--- src/rtl/mips_pkg.sv ---
// Shared constants for the MIPS32 datapath: widths, ALU operation codes and
// forwarding-select encodings.
package mips_pkg;

  localparam int DATA_W = 32;
  localparam int REG_W  = 5;
  localparam int CTRL_W = 3;

  typedef enum logic [2:0] {
    ALU_AND = 3'b000,
    ALU_OR  = 3'b001,
    ALU_ADD = 3'b010,
    ALU_SUB = 3'b110,
    ALU_SLT = 3'b111
  } alu_op_e;

  typedef enum logic [1:0] {
    FWD_RF  = 2'b00,
    FWD_WB  = 2'b01,
    FWD_MEM = 2'b10
  } fwd_sel_e;

endpackage

--- src/rtl/id_ex_stage_fwd_unit.sv ---
// Forward-select generation for one ALU source operand. EX/MEM beats MEM/WB;
// register 0 and empty EX slots never forward.
module fwd_unit
  import mips_pkg::*;
#(
  parameter int REG_W = mips_pkg::REG_W
) (
  input  logic             i_valid,
  input  logic [REG_W-1:0] i_src,
  input  logic [REG_W-1:0] i_mem_rd,
  input  logic             i_mem_reg_write,
  input  logic [REG_W-1:0] i_wb_rd,
  input  logic             i_wb_reg_write,
  output fwd_sel_e         o_sel
);

  always_comb begin
    o_sel = FWD_RF;
    // a non-zero src that matches implies the producer rd is non-zero too
    if (i_valid && (i_src != '0)) begin
      if (i_mem_reg_write && (i_mem_rd == i_src)) begin
        o_sel = FWD_MEM;
      end else if (i_wb_reg_write && (i_wb_rd == i_src)) begin
        o_sel = FWD_WB;
      end
    end
  end

endmodule

--- src/rtl/id_ex_stage.sv ---
// ID/EX pipeline register with operand forwarding into the ALU inputs.
// Forwarding is built only when ID_EX_FWD_EN is defined; otherwise the RF values pass straight through.
module id_ex_stage
  import mips_pkg::*;
#(
  parameter int DATA_W = mips_pkg::DATA_W,
  parameter int REG_W  = mips_pkg::REG_W,
  parameter int CTRL_W = mips_pkg::CTRL_W
) (
  input  logic              clk,
  input  logic              rst_n,
  input  logic              stall,
  input  logic              flush,
  input  logic              id_valid,
  input  logic [DATA_W-1:0] id_rs_data,
  input  logic [DATA_W-1:0] id_rt_data,
  input  logic [DATA_W-1:0] id_imm,
  input  logic [REG_W-1:0]  id_rs,
  input  logic [REG_W-1:0]  id_rt,
  input  logic [REG_W-1:0]  id_rd,
  input  logic [CTRL_W-1:0] id_alu_ctrl,
  input  logic              id_alu_src,
  input  logic              id_reg_write,
  input  logic              id_mem_read,
  input  logic              id_mem_write,
  input  logic              id_mem_to_reg,
  input  logic [REG_W-1:0]  mem_rd,
  input  logic              mem_reg_write,
  input  logic [DATA_W-1:0] mem_result,
  input  logic [REG_W-1:0]  wb_rd,
  input  logic              wb_reg_write,
  input  logic [DATA_W-1:0] wb_result,
  output logic              ex_valid,
  output logic [DATA_W-1:0] alu_a,
  output logic [DATA_W-1:0] alu_b,
  output logic [CTRL_W-1:0] control_alu,
  output logic [DATA_W-1:0] ex_store_data,
  output logic [REG_W-1:0]  ex_rd,
  output logic              ex_reg_write,
  output logic              ex_mem_read,
  output logic              ex_mem_write,
  output logic              ex_mem_to_reg,
  output logic [1:0]        fwd_a,
  output logic [1:0]        fwd_b
);

  logic              r_valid;
  logic [DATA_W-1:0] r_rs_data;
  logic [DATA_W-1:0] r_rt_data;
  logic [DATA_W-1:0] r_imm;
  logic [REG_W-1:0]  r_rs;
  logic [REG_W-1:0]  r_rt;
  logic [REG_W-1:0]  r_rd;
  logic [CTRL_W-1:0] r_alu_ctrl;
  logic              r_alu_src;
  logic              r_reg_write;
  logic              r_mem_read;
  logic              r_mem_write;
  logic              r_mem_to_reg;

  fwd_sel_e          w_fwd_a;
  fwd_sel_e          w_fwd_b;
  logic [DATA_W-1:0] w_rs_fwd;
  logic [DATA_W-1:0] w_rt_fwd;
  logic              w_load;

  // flush, reset and an empty decode slot all leave the same all-zero bubble
  assign w_load = id_valid && !flush;

  always_ff @(posedge clk or negedge rst_n) begin
    if (!rst_n) begin
      r_valid      <= 1'b0;
      r_rs_data    <= '0;
      r_rt_data    <= '0;
      r_imm        <= '0;
      r_rs         <= '0;
      r_rt         <= '0;
      r_rd         <= '0;
      r_alu_ctrl   <= '0;
      r_alu_src    <= 1'b0;
      r_reg_write  <= 1'b0;
      r_mem_read   <= 1'b0;
      r_mem_write  <= 1'b0;
      r_mem_to_reg <= 1'b0;
    end else if (flush || !stall) begin
      r_valid      <= w_load;
      r_rs_data    <= w_load ? id_rs_data : '0;
      r_rt_data    <= w_load ? id_rt_data : '0;
      r_imm        <= w_load ? id_imm : '0;
      r_rs         <= w_load ? id_rs : '0;
      r_rt         <= w_load ? id_rt : '0;
      r_rd         <= w_load ? id_rd : '0;
      r_alu_ctrl   <= w_load ? id_alu_ctrl : '0;
      r_alu_src    <= w_load && id_alu_src;
      r_reg_write  <= w_load && id_reg_write;
      r_mem_read   <= w_load && id_mem_read;
      r_mem_write  <= w_load && id_mem_write;
      r_mem_to_reg <= w_load && id_mem_to_reg;
    end
  end

`ifdef ID_EX_FWD_EN
  fwd_unit #(.REG_W(REG_W)) u_fwd_a (
    .i_valid         (r_valid),
    .i_src           (r_rs),
    .i_mem_rd        (mem_rd),
    .i_mem_reg_write (mem_reg_write),
    .i_wb_rd         (wb_rd),
    .i_wb_reg_write  (wb_reg_write),
    .o_sel           (w_fwd_a)
  );

  fwd_unit #(.REG_W(REG_W)) u_fwd_b (
    .i_valid         (r_valid),
    .i_src           (r_rt),
    .i_mem_rd        (mem_rd),
    .i_mem_reg_write (mem_reg_write),
    .i_wb_rd         (wb_rd),
    .i_wb_reg_write  (wb_reg_write),
    .o_sel           (w_fwd_b)
  );
`else
  logic w_unused_fwd;

  assign w_fwd_a      = FWD_RF;
  assign w_fwd_b      = FWD_RF;
  assign w_unused_fwd = ^{r_rs, r_rt, mem_rd, mem_reg_write, wb_rd, wb_reg_write};
`endif

  always_comb begin
    w_rs_fwd = r_rs_data;
    case (w_fwd_a)
      FWD_MEM: w_rs_fwd = mem_result;
      FWD_WB:  w_rs_fwd = wb_result;
      default: w_rs_fwd = r_rs_data;
    endcase
  end

  always_comb begin
    w_rt_fwd = r_rt_data;
    case (w_fwd_b)
      FWD_MEM: w_rt_fwd = mem_result;
      FWD_WB:  w_rt_fwd = wb_result;
      default: w_rt_fwd = r_rt_data;
    endcase
  end

  assign alu_a         = w_rs_fwd;
  assign alu_b         = r_alu_src ? r_imm : w_rt_fwd;
  assign ex_store_data = w_rt_fwd;
  assign fwd_a         = w_fwd_a;
  assign fwd_b         = w_fwd_b;

  assign ex_valid      = r_valid;
  assign control_alu   = r_alu_ctrl;
  assign ex_rd         = r_rd;
  assign ex_reg_write  = r_reg_write;
  assign ex_mem_read   = r_mem_read;
  assign ex_mem_write  = r_mem_write;
  assign ex_mem_to_reg = r_mem_to_reg;

endmodule

--- config.mk ---
export PLATFORM = sky130hd
export DESIGN_NAME = id_ex_stage
export DESIGN_NICKNAME = d
export VERILOG_FILES = /design/src/rtl/mips_pkg.sv /design/src/rtl/id_ex_stage_fwd_unit.sv /design/src/rtl/id_ex_stage.sv
export SDC_FILE = /design/constraint.sdc
export NUM_CORES = 1
export LEC_CHECK = 0
export CAP_MARGIN = 20
export CORE_AREA = 8 8 120 122
export CTS_BUF_LIST = sky130_fd_sc_hd__clkbuf_8
export CTS_CLUSTER_DIAMETER = 50
export DETAILED_ROUTE_END_ITERATION = 10
export DIE_AREA = 0 0 128 130
export PLACE_DENSITY = 0.95
export REMOVE_ABC_BUFFERS = 1
export SYNTH_ARGS = -nofsm -noshare
export SYNTH_HDL_FRONTEND = slang
export SYNTH_SLANG_ARGS = --single-unit
--- constraint.sdc ---
create_clock -name clk -period 2.4 [get_ports clk]
set_input_delay 0.24 -clock clk [delete_from_list [all_inputs] [get_ports clk]]
set_output_delay 0.24 -clock clk [all_outputs]
set_load 0.02 [all_outputs]
==> metrics.md <==
| Metric | Value |
|---|---|
| Pint | `between 2000 and 3000 uW` |
| Post-synthesis compound-gate area fraction | `between 10% and 20%` |
| Post-DP Area | `between 7000 and 8000 um^2` |
| Vias in the first global route | `about 4,600` |
| Full die area | `about 17,000 um^2` |
| Total negative slack | `0 ns` |
| Share of cells above drive strength 1 | `4.88%` |
| Largest family of logic cells by synthesized area | `compound AO/OA/AOI/OAI gates` |
| CTS Sinks | `110` |
| Register share of total power | `roughly half` |
| GRT Total Usage | `about 18%` |
| Crit path arrival time | `approximately 2 ns` |
| Commonest non-fill, non-tap cell in the layout | `clkdlybuf4s50_1` |
| TritonCTS clock tree | `built` |
| Sequential fraction of the synthesis area | `between 50% and 60%` |
| Largest net degree at the start of global routing | `roughly 130` |
| Number of diodes | `0` |
| Iter 0 DRT Violations | `roughly 350` |
| Worst hold path type | `input pin to async pin` |
| Core footprint | `between 10,000 and 15,000 um^2` |
| Syn Area/Cell | `between 10 and 15 um^2` |
| Power Dens Cells | `approximately 520 nW/um^2` |
| Clock Tree Buf Depth | `2` |
| Count of different cell masters after synthesis | `16` |
| Clock-pin slew of the registers on the worst-case setup and hold paths | `0.10 ns` |
| Switching share of power | `26.9%` |
| Number of setup buffers added after CTS | `0` |
| Layout Nets | `830` |
| Regs by FF count | `r_imm x32, r_rs_data x32, r_rt_data x32` |
| CP Max Fanout | `21` |
| PostCTS Resize Cnt | `0` |
| Final Setup Violations | `0` |
| Final count of hold timing violations | `0` |
| Synth Instances | `about 430` |
| Clock Latency Late Sink | `~0.37 ns` |
| Antenna viol nets, final | `0` |
| Xor/xnor share of the synthesized area | `0%` |
| CP startpoint kind | `register` |
| Final instance area | `approximately 7400 um^2` |
| Most frequent cells in the layout | `clkdlybuf4s50_1 (218), dfrtp_1 (110), nand2_1 (63), nand3b_1 (63), a21oi_1 (63)` |
| Synth warnings | `0` |
| PortBufs | `between 200 and 250` |
| IO Pins | `313` |
| Crit path time final | `around 2.2 ns` |
| FP Rows | `a little over 40` |
| Via count | `4,251` |
| Switching power | `just over 1000 uW` |
| CTS H-tree depth | `3` |
| Max-slew violations | `0` |
| DR WL/cell | `approximately 19 um` |
| DR DRC count | `0` |
| Starting Density | `about two fifths` |
| Synth Area in Adders | `0%` |
| DR pass1 iterations | `6` |
| Synth Register Bits | `110` |
| Leakage Power | `just over 0.003 uW` |
| DR vias/cell | `~5.3` |
| Achievable Freq | `approximately 450 MHz` |
| Period utilisation layout | `between 90% and 100%` |
| Post-synthesis mux area share | `7.43%` |
| Root buf cell | `clkbuf_8` |
| Actual slew at the worst max-slew pin | `between 0.6 and 0.7 ns` |
| RSZ-0062 raised after global routing | `false` |
| Synth Area in Simple Gates | `14.6%` |
| Worst Setup End Kind | `output port` |
| Chip height | `around 130 um` |
| Maxcap violations | `0` |
| HPWL Detailed | `~11,000 um` |
| Clock power frac | `between 30% and 40%` |
| Grt total ovfl | `0` |
| Critical Path RT | `~2.2 ns` |
| Post-Syn Area | `~5000 um^2` |
| Die W | `around 130 um` |
| Status | `finished, final reports clean` |
| WL final | `~15,000 um` |
| Rel. slew slack | `about 55%` |
| Clk_skew | `0 ns` |
| Comb pwr share | `between 10% and 20%` |
| Layout area overhead | `48.2%` |
| Crit Path Class | `register to output port` |
| First-pass GRT wire length | `approximately 24,000 um` |
| Initial antenna violation count | `0` |
| Peak VDD IR | `about 0.00038 V` |
| GP Congestion | `around 0.8` |
| Num CTS Buffers | `9` |
stage by stage:
step	setup WS, ns	std cells	power, uW	util, %	hold slack [ns]
after floorplan	0.242	386	2230	-	-0.0556
after global placement	0.573	790	2700	57.8	0.245
after detailed placement	0.563	790	2720	57.8	0.249
after CTS	0.121	807	3880	59.5	0.372
after global routing	0.0707	807	4010	59.5	0.391
final	0.171	807	3830	59.5	0.371
critical path: stages, from the launching register on:
cell,delay (ns)
dfrtp_1,0.35
buf_4,0.32
mux2_1,0.37
clkdlybuf4s50_1,0.57
synth_stat cells:
cell      count  area (um^2)
inv_1         1         3.75
nand2_1      63          236
a32o_1       46          460
conb_1        1         3.75
buf_2        18         90.1
a21oi_1      63          315
buf_1         5         18.8
nor2_1        1         3.75
mux2i_1       1         10.0
clkbuf_1      5         18.8
mux2_1       32          360
buf_6        16          180
nor2b_1       2         12.5
nand3b_1     63          473
buf_4         6         45.0
dfrtp_1     110         2750
power by group through the flow:
stage	combinational, uW	clock (uW)	sequential [uW]
after floorplan	175	0	2060
after global placement	705	0	1990
after detailed placement	726	0	2000
after CTS	731	1190	1960
after global routing	775	1270	1970
final	723	1150	1960
routing by layer:
| metal | share of wire (%) | track usage (%) | wire [um] | vias up |
|---|---|---|---|---|
| li1 | - | - | - | 1945 |
| met1 | 36 | 19.1 | 5570 | 2114 |
| met2 | 52 | 32.3 | 8000 | 155 |
| met3 | 7.6 | 5.30 | 1160 | 37 |
| met4 | 3.8 | 10.5 | 588 | 0 |
| met5 | 0 | 0 | 0 | - |
what timing repair did:
| action | in CTS | in global routing |
|---|---|---|
| endpoints found under the setup margin | 0 | 0 |
| hold endpoints to repair | 38 | 0 |
| hold buffers | 1 | 0 |
final timing paths:
kind | start | to | slack, ns | depth (start not counted)
min in group clk | stall | r_imm[27]$_DFFE_PN0P_ | 0.41 | 4
worst max-delay path | r_alu_src$_DFFE_PN0P_ | alu_b[21] | 0.17 | 3
worst min register to register | r_rs_data[3]$_DFFE_PN0P_ | r_rs_data[3]$_DFFE_PN0P_ | 0.50 | 1
worst min-delay path | rst_n | r_imm[5]$_DFFE_PN0P_ | 0.37 | 2
max in group asynchronous | rst_n | r_rt_data[20]$_DFFE_PN0P_ | 1.34 | 3
worst max register to register | r_alu_src$_DFFE_PN0P_ | r_alu_src$_DFFE_PN0P_ | 1.44 | 3
area by class of cell:
cell class,instances,area (um^2)
inverters,1,3.75
fillers,1045,5030
multi-input cells,275,1900
repair buffers,233,2310
well taps,172,215
clock inverters,6,62.6
flip-flops and latches,110,2750
clock buffers,10,138
cells by family (layout without fill, tap and decap cells):
group	after synthesis	count (layout)
AOI/OAI and AO/OA	109	109
and+or+nand+nor	129	129
other	1	4
DFF	110	110
buffers and inverters	51	250
muxes	33	33
(Power assumes the default switching activity.)
